### src/rtl/branch_forward_ctrl.sv
// Branch operand forwarding / stall control for a branch resolved in ID.
// Tracks shadow copies of EX, MEM and WB (valid, write-enable, dest, load)
// and, for each branch source register, picks the youngest matching producer
// or requests a stall while a load result has not yet reached WB.
//
// Ports:
//   clk, rst            rising-edge clock, asynchronous active-high reset
//   id_valid            ID holds a real instruction
//   id_is_branch        ID instruction is a branch resolved in ID
//   id_rs1, id_rs2      branch source registers
//   id_uses_rs2         operand 2 is architecturally read
//   id_reg_write        ID instruction writes a register
//   id_dest             ID destination register
//   id_is_load          ID instruction is a load
//   flush               kill the ID instruction (bubble into EX)
//   forward_c           [1:0] rd1 source, [3:2] rd2 source
//                       00 regfile, 01 EX ALU, 10 EX/MEM ALU, 11 write-back
//   stall               hold PC and IF/ID, bubble into EX (combinational)
//   stall_cycles        saturating count of stalled cycles
module branch_forward_ctrl #(
    parameter int unsigned REG_AW = 4,
    parameter int unsigned CNT_W  = 16
) (
    input  logic              clk,
    input  logic              rst,
    input  logic              id_valid,
    input  logic              id_is_branch,
    input  logic [REG_AW-1:0] id_rs1,
    input  logic [REG_AW-1:0] id_rs2,
    input  logic              id_uses_rs2,
    input  logic              id_reg_write,
    input  logic [REG_AW-1:0] id_dest,
    input  logic              id_is_load,
    input  logic              flush,
    output logic [3:0]        forward_c,
    output logic              stall,
    output logic [CNT_W-1:0]  stall_cycles
);

    typedef struct packed {
        logic              valid;
        logic              wr;
        logic [REG_AW-1:0] dest;
        logic              load;
    } stage_t;

    // Resolution result: bit 2 = need_stall, bits [1:0] = forward code.
    localparam logic [2:0] RES_RF    = 3'b000;
    localparam logic [2:0] RES_EX    = 3'b001;
    localparam logic [2:0] RES_MEM   = 3'b010;
    localparam logic [2:0] RES_WB    = 3'b011;
    localparam logic [2:0] RES_STALL = 3'b100;

    stage_t ex_q;
    stage_t mem_q;
    stage_t wb_q;

    logic [2:0] res1;
    logic [2:0] res2;
    logic       branch_active;

    // Youngest-first producer lookup; a load still in EX or MEM cannot forward.
    function automatic logic [2:0] resolve(
        input logic [REG_AW-1:0] rs,
        input stage_t            ex,
        input stage_t            mem,
        input stage_t            wb
    );
        logic [2:0] r;
        r = RES_RF;
        if (ex.valid && ex.wr && (ex.dest == rs)) begin
            r = ex.load ? RES_STALL : RES_EX;
        end else if (mem.valid && mem.wr && (mem.dest == rs)) begin
            r = mem.load ? RES_STALL : RES_MEM;
        end else if (wb.valid && wb.wr && (wb.dest == rs)) begin
            r = RES_WB;
        end
        return r;
    endfunction

    // Forward select and stall request for the branch currently in ID.
    always_comb begin
        branch_active = id_valid & id_is_branch;
        res1          = resolve(id_rs1, ex_q, mem_q, wb_q);
        res2          = RES_RF;
        if (id_uses_rs2) begin
            res2 = resolve(id_rs2, ex_q, mem_q, wb_q);
        end
        forward_c = 4'b0000;
        stall     = 1'b0;
        if (branch_active) begin
            forward_c = {res2[1:0], res1[1:0]};
            stall     = res1[2] | res2[2];
        end
    end

    // Shadow pipeline advance; stall or flush inserts a bubble into EX.
    always_ff @(posedge clk or posedge rst) begin
        if (rst) begin
            ex_q  <= '0;
            mem_q <= '0;
            wb_q  <= '0;
        end else begin
            wb_q  <= mem_q;
            mem_q <= ex_q;
            if (!stall && !flush) begin
                ex_q <= '{valid: id_valid, wr: id_reg_write, dest: id_dest, load: id_is_load};
            end else begin
                ex_q <= '0;
            end
        end
    end

    // Saturating stall-cycle counter.
    always_ff @(posedge clk or posedge rst) begin
        if (rst) begin
            stall_cycles <= '0;
        end else if (stall && (stall_cycles != '1)) begin
            stall_cycles <= stall_cycles + CNT_W'(1);
        end
    end

endmodule

### config.mk
export PLATFORM = sky130hd
export DESIGN_NAME = branch_forward_ctrl
export DESIGN_NICKNAME = d
export VERILOG_FILES = /design/src/rtl/branch_forward_ctrl.sv
export SDC_FILE = /design/constraint.sdc
export NUM_CORES = 1
export LEC_CHECK = 0
export BUFFER_PORTS_ARGS = -buffer_cell sky130_fd_sc_hd__buf_4
export CORE_MARGIN = 10
export CORE_UTILIZATION = 53
export DETAILED_ROUTE_END_ITERATION = 8
export MAX_ROUTING_LAYER = met4
export PLACE_DENSITY_LB_ADDON = 0.3
export SYNTH_ARGS = -nofsm -noshare
export SYNTH_HDL_FRONTEND = slang
export SYNTH_SLANG_ARGS = --single-unit
### constraint.sdc
create_clock -name clk -period 2.4 [get_ports clk]
set_clock_uncertainty 0.05 [all_clocks]
set_input_delay 0 -clock clk [delete_from_list [all_inputs] [get_ports clk]]
set_output_delay 0 -clock clk [all_outputs]
set_load 0.01 [all_outputs]
==> impl_metrics.env, run 1 <==
export IMPL_drt_initial_drc_count=160
export IMPL_numCtsBuffers=5
export IMPL_clk_pin_slew_ns=0.11
export IMPL_met2_usage=0.244
export IMPL_finalCriticalPeriod_ns=2.22
export IMPL_cts_tree="built"
export IMPL_fillers=256
export IMPL_ioPinCount=41
export IMPL_grt_max_degree=37
export IMPL_gr_usage_all_layers=0.155
export IMPL_rsz0062_at_grt="false"
export IMPL_wl_per_cell_um=16.3
export IMPL_grt_pass1_wl_mm=7.70
export IMPL_outcome="finished, final reports clean"
export IMPL_synthToLayoutAreaGrowth_pct=27.8
export IMPL_dp_hpwl_mm=3.41
export IMPL_required_ns=2.59
export IMPL_max_stage_delay_ns=0.44
export IMPL_grt_util_met1=0.174
export IMPL_vias_per_cell=5.62
export IMPL_cp_max_fo=10
export IMPL_drtAntennaViolNets=0
export IMPL_clock_latency_ns=0.35
export IMPL_fin_tns_setup_ns=0
export IMPL_layout_nets=251
export IMPL_cp_end_kind="flop"
export IMPL_n_antenna_cell=0
export IMPL_cts_sinks=36
export IMPL_synth_fp_nets=194
export IMPL_maxSlewViolCount=0
export IMPL_synth_ff_type="dfrtp_1"
export IMPL_hold_path_class="primary input to flop"
export IMPL_finalCritPeriodShare=0.926
export IMPL_cp_num_buf_inv=0
export IMPL_cap_violations=0
export IMPL_p_per_area_nw_per_um2=465
export IMPL_grt_pass1_vias=1619
export IMPL_seq_area_frac_synth=0.481
export IMPL_die_w_um=79.4
export IMPL_num_rows=21
export IMPL_design_area_um2=2390
export IMPL_yosysWarnings=0
export IMPL_synth_cell_area_um2=1870
export IMPL_start_util=0.557
export IMPL_use_met3=0.0608
export IMPL_post_dp_cell_area_um2=2240
export IMPL_worst_setup_path_start_kind="flop"
export IMPL_finalPower_mw=1.11
export IMPL_coreArea_um2=3360
export IMPL_yosysTopAreaCell="dfrtp_1"
export IMPL_worst_pin_slew_ns=0.454
export IMPL_vdd_ir_drop_max_mv=0.348
export IMPL_cpLargestDelayFamily="simple AND/OR/NAND/NOR gates"
export IMPL_place_gp_congestion=0.841
export IMPL_leakage_nw=1.05
export IMPL_syn_avg_cell_area_um2=10.8
export IMPL_async_reset_ff_frac=1.00
export IMPL_yosysUniqueCellTypes=37
export IMPL_timing_final_ws_setup_ns=0.178
export IMPL_drt_total_wl_mm=4.51
export IMPL_antenna_found_initial=0
export IMPL_synthTopCellsByArea="dfrtp_1 (48%), xnor2_1 (11%), xor2_1 (4.7%), o211ai_1 (4.0%), nor3b_1 (3.2%)"
export IMPL_htree_levels=2
export IMPL_worstSetupPathType="flop to flop"
export IMPL_fp_dieH_um=79.4
export IMPL_setup_viol=0
export IMPL_finish_utilization=0.712
export IMPL_cts_max_path_buffers=2
export IMPL_top_usage_layer="met2"
export IMPL_pre_cts_slack_ns=0.209
export IMPL_die_area_um2=6310
export IMPL_ys_ff_latch=36
export IMPL_synthCells=173
export IMPL_hold_viol_final=0
export IMPL_vias=1556
export IMPL_first_pass_iters=4
export IMPL_drive_above_1_share=0.264
export IMPL_slew_headroom=0.698
export IMPL_synth_edf_count=0
export IMPL_cp_cell_sequence="xnor2_1, nand3_1, or3_1, nor2_2, o211ai_1, mux2_1"
export IMPL_synth_top_area_frac=0.481
export IMPL_clock_fmax_mhz=450
export IMPL_grt_overflow=0
export IMPL_cp_arrival_ns=2.41
export IMPL_drc=0
export IMPL_clock_root_buffer="clkbuf_4"
export IMPL_port_buffers=40
export IMPL_critPathSlowestCell="dfrtp_1"
[synth_stat cells, types with 2 or more instances]
cell type  number
nand4_1         7
nand3_1        10
nand2_1         9
xor2_1         10
xnor2_1        24
nor3_1          4
mux2_2          2
inv_1           6
mux2_1          2
and3_1          8
o2111ai_2       2
nor3b_1         8
o211ai_1       10
nor2_1         11
dfrtp_1        36
o21ai_1         2
o21ai_0         2
[per-stage QoR]
stage | hold WS, ns | std cells
floorplan | 0.0198 | 173
global placement | 0.0753 | 260
detailed placement | 0.0845 | 260
CTS | 0.232 | 277
global route | 0.296 | 277
finish | 0.249 | 277
[worst paths after layout]
check                                         from                      endpoint  slack [ns]  cells past startpoint
worst max-delay path            mem_q[1]$_DFF_PP0_  stall_cycles[12]$_DFFE_PP0P_        0.18                      6
worst min-delay path                  id_is_branch  stall_cycles[10]$_DFFE_PP0P_        0.25                      6
worst max register to register  mem_q[1]$_DFF_PP0_  stall_cycles[12]$_DFFE_PP0P_        0.18                      6
worst min register to register   ex_q[5]$_DFF_PP0_            mem_q[5]$_DFF_PP0_        0.39                      0
max in group asynchronous                      rst             wb_q[2]$_DFF_PP0_        1.72                      4
min in group asynchronous                      rst            mem_q[6]$_DFF_PP0_        0.26                      4
[layout by cell type (no fill, tap or decap), types with 2 or more instances in the layout]
master         count
buf_4             43
dfrtp_1           36
xnor2_1           24
nor2_1            11
nand3_1           10
xor2_1            10
o211ai_1          10
nand2_1            9
dlygate4sd3_1      9
and3_1             8
nor3b_1            8
nand4_1            7
inv_1              6
clkbuf_4           5
nor3_1             4
o21ai_2            2
mux2_1             2
o2111ai_2          2
mux2_2             2
o21ai_0            2
[cell type report]
| cell class | count | area [um^2] | share of cell area |
|---|---|---|---|
| Multi-Input combinational cell | 129 | 937 | 0.392 |
| Timing Repair Buffer | 52 | 413 | 0.173 |
| Sequential cell | 36 | 901 | 0.376 |
| Clock buffer | 7 | 55.1 | 0.0230 |
| Tap cell | 46 | 57.6 | 0.0240 |
| Clock inverter | 1 | 7.51 | 0.00314 |
| Inverter | 6 | 22.5 | 0.00941 |
[metal layers]
metal	up-vias	routed length, um
met2	56	2230
li1	745	-
met3	8	303
met4	0	91
met5	-	0
met1	747	1890
[tightest hold or removal path: cells and delay by family]
family,cells,cell delay (ns)
AND/OR/NAND/NOR,2,0.21
AO/OA/AOI/OAI,3,0.27
buffers and inverters,1,0.13
[kinds of logic (layout without fill, tap and decap cells)]
| group | count (synthesis) | count (layout) | synth area share |
|---|---|---|---|
| mux | 5 | 5 | 0.0321 |
| xor+xnor | 34 | 34 | 0.159 |
| compound gates | 26 | 26 | 0.119 |
| flops | 36 | 36 | 0.481 |
| fa+ha+maj | 1 | 1 | 0.00668 |
| buf+inv | 8 | 66 | 0.0207 |
| simple gates | 63 | 63 | 0.182 |
[where the power goes]
group	internal [mW]	switching, mW	total, mW
combinational	0.0621	0.0559	0.118
sequential	0.624	0.0188	0.643
clock	0.143	0.207	0.351
total	0.830	0.282	1.11
[what timing repair did]
action	4_1_cts	5_1_grt
hold buffers	9	0
endpoints found under the setup margin	1	0
endpoints found under the hold margin	43	0
gates resized for setup	1	0
buffers inserted	0	0
[registers in the layout, indices dropped and copies added, names as in the netlist]
| register | cells |
|---|---|
| mem_q | 7 |
| ex_q | 7 |
| stall_cycles | 16 |
| wb_q | 6 |
No activity file was read; power rests on OpenSTA's default activity.
==> run 2, diff against run 1 <==
--- a/config.mk
+++ b/config.mk
@@ -9,3 +9,3 @@
 export CORE_MARGIN = 10
-export CORE_UTILIZATION = 53
+export CORE_UTILIZATION = 48
 export DETAILED_ROUTE_END_ITERATION = 8
==> constraint.sdc (replaced) <==
create_clock -name clk -period 1.9 [get_ports clk]
set_clock_uncertainty 0.05 [all_clocks]
set_input_delay 0 -clock clk [delete_from_list [all_inputs] [get_ports clk]]
set_output_delay 0 -clock clk [all_outputs]
set_load 0.005 [all_outputs]
==> impl_metrics.env, run 2 (synthesized netlist as in run 1, its figures left out) <==
export IMPL_grt_max_degree=37
export IMPL_gr_usage_all_layers=0.165
export IMPL_vias_per_cell=5.65
export IMPL_cp_end_kind="output pin"
export IMPL_drtAntennaViolNets=0
export IMPL_slew_headroom=0.695
export IMPL_clk_pin_slew_ns=0.06
export IMPL_finalCriticalPeriod_ns=2.09
export IMPL_vias=1690
export IMPL_grt_pass1_vias=1759
export IMPL_die_area_um2=6800
export IMPL_outcome="complete, but fails checks"
export IMPL_first_pass_iters=4
export IMPL_worstSetupPathType="flop to output pin"
export IMPL_largest_reg_flops=16
export IMPL_start_util=0.504
export IMPL_p_int_mw=1.14
export IMPL_coreArea_um2=3720
export IMPL_clock_root_buffer="clkbuf_8"
export IMPL_drt_total_wl_mm=5.52
export IMPL_fp_dieH_um=82.5
export IMPL_cap_violations=0
export IMPL_dp_cells=281
export IMPL_cp_max_fo=3
export IMPL_cts_tree="built"
export IMPL_final_common_cell="buf_4"
export IMPL_numCtsBuffers=5
export IMPL_design_area_um2=2870
export IMPL_antenna_found_initial=0
export IMPL_worst_setup_path_start_kind="flop"
export IMPL_port_buffers=40
export IMPL_synthToLayoutAreaGrowth_pct=53.0
export IMPL_rsz0062_at_grt="true"
export IMPL_n_antenna_cell=0
export IMPL_num_rows=22
export IMPL_cts_sinks=36
export IMPL_finalPower_mw=1.51
export IMPL_clock_latency_ns=0.29
export IMPL_die_w_um=82.5
export IMPL_required_ns=1.85
export IMPL_post_dp_cell_area_um2=2380
export IMPL_p_per_area_nw_per_um2=527
export IMPL_pre_cts_slack_ns=-0.139
export IMPL_drc=0
export IMPL_finish_utilization=0.771
export IMPL_cts_max_path_buffers=2
export IMPL_leakage_nw=1.27
export IMPL_hold_path_class="primary input to asynchronous set/reset pin"
export IMPL_layout_nets=274
export IMPL_dp_hpwl_mm=3.55
export IMPL_grt_pass1_wl_mm=8.36
export IMPL_maxSlewViolCount=0
export IMPL_seqPwrFrac=0.540
export IMPL_ff2ff_setup_slack_ns=-0.17
export IMPL_ioPinCount=41
export IMPL_swShare=0.247
export IMPL_clock_fmax_mhz=479
export IMPL_hold_viol_final=0
export IMPL_drt_initial_drc_count=95
export IMPL_cp_arrival_ns=2.04
export IMPL_power_switching_uw=373
export IMPL_vdd_ir_drop_max_mv=0.466
export IMPL_htree_levels=2
export IMPL_largest_register="stall_cycles"
export IMPL_violations="setup timing"
export IMPL_place_gp_congestion=0.884
export IMPL_worst_pin_slew_ns=0.458
export IMPL_most_common_layout_cells="buf_4 (52), dfrtp_1 (36), xnor2_1 (20)"
export IMPL_setup_viol=28
export IMPL_pwr_share_clk=0.321
export IMPL_finalCritPeriodShare=1.10
export IMPL_grt_overflow=0
export IMPL_timing_final_ws_setup_ns=-0.190
export IMPL_fin_cells=299
export IMPL_power_share_combinational=0.140
export IMPL_drive_above_1_share=0.438
export IMPL_wl_per_cell_um=18.5
export IMPL_reg_largest_list="stall_cycles x16, ex_q x7, mem_q x7"
[run 2: power by group through the flow]
stage	clock network [mW]	logic, mW	registers (mW)
3_3_place_gp	0	0.152	0.823
4_1_cts	0.491	0.188	0.812
3_5_place_dp	0	0.154	0.824
5_1_grt	0.524	0.229	0.817
2_1_floorplan	0	0.0700	0.821
6_report	0.484	0.211	0.815
[run 2: worst max-delay path: stages, from the launching register on]
cell     delay (ns)
dfrtp_1        0.44
xnor2_1        0.22
nand4_1        0.25
nor2_2         0.22
buf_6          0.13
mux2_4         0.30
nor2_4         0.09
buf_6          0.10
[run 2: area by class of cell]
type / instances / area, um^2
Tap cell: 48 / 60.1
Clock buffer: 5 / 68.8
Inverter: 6 / 22.5
Multi-Input combinational cell: 129 / 1170
Timing Repair Buffer: 75 / 642
Sequential cell: 36 / 901
Fill cell: 233 / 851
[run 2: final timing paths]
check                                   from                            to  cells past startpoint
max in group asynchronous                rst  stall_cycles[13]$_DFFE_PP0P_                      4
max reg2reg                ex_q[1]$_DFF_PP0_  stall_cycles[14]$_DFFE_PP0P_                      6
min reg2reg                ex_q[5]$_DFF_PP0_            mem_q[5]$_DFF_PP0_                      0
min                                      rst   stall_cycles[4]$_DFFE_PP0P_                      4
max                        ex_q[1]$_DFF_PP0_                  forward_c[0]                      7
min in group clk                 id_uses_rs2                  forward_c[2]                      4
[run 2: through the flow]
stage,hold WS [ns],setup TNS [ns]
2_1_floorplan,0.0198,-0.130
3_3_place_gp,0.0868,-0.662
3_5_place_dp,0.0882,-1.17
4_1_cts,0.328,-2.22
5_1_grt,0.382,-4.97
6_report,0.332,-2.81
[run 2: metal layers]
layer,vias up,share of wire,track usage
met2,71,0.51,0.261
li1,777,-,-
met4,0,0.031,0.0799
met5,-,0,-
met3,20,0.060,0.0464
met1,822,0.40,0.190
[run 2: what timing repair did]
| action | CTS | global route |
|---|---|---|
| gates cloned | 0 | 0 |
| pin swaps | 10 | 20 |
| setup buffers | 4 | 2 |
| setup endpoints to repair | 20 | 28 |
| gates resized for setup | 27 | 31 |
| hold buffers | 9 | 0 |
| endpoints found under the hold margin | 43 | 0 |
==> run 3, diff against run 2 <==
PLACE_DENSITY = 0.84   (was default)
PLACE_DENSITY_LB_ADDON = default   (was 0.3)
==> impl_metrics.env, run 3 (synthesized netlist as in run 1, its figures left out) <==
export IMPL_cts_tree="built"
export IMPL_ioPinCount=41
export IMPL_fp_dieH_um=82.5
export IMPL_htree_levels=2
export IMPL_rsz0062_at_grt="true"
export IMPL_fillers=245
export IMPL_max_stage_delay_ns=0.40
export IMPL_dp_hpwl_mm=3.64
export IMPL_fin_tns_setup_ns=-4.78
export IMPL_worstSetupPathType="flop to flop"
export IMPL_drt_initial_drc_count=221
export IMPL_cap_violations=0
export IMPL_dp_cells=277
export IMPL_fin_cells=298
export IMPL_worst_pin_slew_ns=0.501
export IMPL_cp_max_fo=5
export IMPL_grt_pass1_wl_mm=8.26
export IMPL_most_common_layout_cells="buf_4 (56), dfrtp_1 (35), xnor2_1 (18)"
export IMPL_timing_final_ws_setup_ns=-0.251
export IMPL_die_area_um2=6800
export IMPL_port_buffers=40
export IMPL_required_ns=2.02
export IMPL_numCtsBuffers=5
export IMPL_n_antenna_cell=0
export IMPL_die_w_um=82.5
export IMPL_drc=0
export IMPL_violations="setup timing"
export IMPL_vias=1785
export IMPL_finalCritPeriodShare=1.13
export IMPL_layout_nets=270
export IMPL_synthToLayoutAreaGrowth_pct=44.2
export IMPL_vias_per_cell=5.99
export IMPL_clock_root_buffer="clkbuf_8"
export IMPL_grt_max_degree=37
export IMPL_cp_end_kind="flop"
export IMPL_cp_arrival_ns=2.27
export IMPL_place_gp_congestion=0.856
export IMPL_grt_pass1_vias=1735
export IMPL_cp_cell_sequence="buf_4, xnor2_2, nand4_1, nor2_2, buf_4, nor2_4, buf_4, o21ai_4, mux2_4"
export IMPL_p_per_area_nw_per_um2=580
export IMPL_final_common_cell="buf_4"
export IMPL_outcome="complete, but fails checks"
export IMPL_cp_common_cell="buf_4"
export IMPL_finish_utilization=0.727
export IMPL_design_area_um2=2700
export IMPL_hold_viol_final=0
export IMPL_cts_max_path_buffers=2
export IMPL_post_dp_cell_area_um2=2350
export IMPL_largest_reg_flops=16
export IMPL_grt_overflow=0
export IMPL_wl_per_cell_um=19.6
export IMPL_r2r_cells=9
export IMPL_first_pass_iters=6
export IMPL_clock_latency_ns=0.29
export IMPL_clk_pin_slew_ns=0.07
export IMPL_start_util=0.504
export IMPL_coreArea_um2=3720
export IMPL_drtAntennaViolNets=0
export IMPL_critPathSlowestCell="dfrtp_1"
export IMPL_vdd_ir_drop_max_mv=0.425
export IMPL_finalCriticalPeriod_ns=2.15
export IMPL_slew_headroom=0.665
export IMPL_maxSlewViolCount=0
export IMPL_num_rows=22
export IMPL_clock_fmax_mhz=465
export IMPL_cts_sinks=36
export IMPL_drt_total_wl_mm=5.84
export IMPL_worst_setup_path_start_kind="flop"
export IMPL_antenna_found_initial=0
export IMPL_setup_viol=27
export IMPL_largest_register="stall_cycles"
export IMPL_hold_path_class="primary input to asynchronous set/reset pin"
export IMPL_reg_largest_list="stall_cycles x16, ex_q x7, mem_q x7"
export IMPL_leakage_nw=1.22
export IMPL_finalPower_mw=1.57
export IMPL_drive_above_1_share=0.376
export IMPL_gr_usage_all_layers=0.165
## run 3: cell count changes in the layout (fill, tap and decap cells not counted), sizes merged
| cell | before | now |
|---|---|---|
| buf | 66 | 62 |
| clkbuf | 5 | 8 |
## run 3: final timing paths
path	start	end	slack (ns)
max	ex_q[4]$_DFF_PP0_	stall_cycles[1]$_DFFE_PP0P_	-0.25
min	rst	stall_cycles[5]$_DFFE_PP0P_	0.31
max reg2reg	ex_q[4]$_DFF_PP0_	stall_cycles[1]$_DFFE_PP0P_	-0.25
min reg2reg	ex_q[1]$_DFF_PP0_	mem_q[1]$_DFF_PP0_	0.39
max in group asynchronous	rst	mem_q[3]$_DFF_PP0_	1.15
min in group clk	id_is_branch	forward_c[0]	0.37
## run 3: where the power goes
| group | internal (mW) | switching [mW] | total [mW] |
|---|---|---|---|
| clock | 0.295 | 0.260 | 0.556 |
| sequential | 0.790 | 0.0261 | 0.816 |
| combinational | 0.101 | 0.0931 | 0.194 |
## run 3: metrics by stage
stage               hold WS (ns)  setup WS, ns
floorplan                 0.0198       -0.0536
global placement          0.0826       -0.0524
detailed placement        0.0830        -0.118
CTS                        0.333        -0.138
global route               0.355        -0.304
finish                     0.314        -0.251
## run 3: timing repair
action                                  in CTS  in global routing
setup buffers                                3                  1
hold buffers                                 9                  0
resized for setup                           17                 11
endpoints found under the setup margin      18                 28
hold endpoints to repair                    43                  0
pin swaps                                    5                  4
## run 3: area by class of cell
| class | count | area [um^2] | area share |
|---|---|---|---|
| Clock buffer | 8 | 90.1 | 0.0334 |
| Sequential cell | 36 | 902 | 0.334 |
| Inverter | 6 | 22.5 | 0.00834 |
| Timing Repair Buffer | 71 | 578 | 0.214 |
| Multi-Input combinational cell | 129 | 1050 | 0.388 |
| Tap cell | 48 | 60.1 | 0.0222 |
## run 3: layer usage
metal  track usage  vias to the layer above  wire (um)
li1              -                      779          -
met4        0.0782                        0        204
met3        0.0475                       24        433
met5             -                        -          0
met2         0.257                      110       2900
met1         0.191                      872       2300
## run 3: worst max-delay path: cells and delay by family (launching register included)
| family | cells | cell delay [ns] |
|---|---|---|
| buffers and inverters | 3 | 0.44 |
| flip-flops | 1 | 0.40 |
| XOR/XNOR | 1 | 0.18 |
| multiplexers | 1 | 0.32 |
| AO/OA/AOI/OAI | 1 | 0.20 |
| AND/OR/NAND/NOR | 3 | 0.44 |
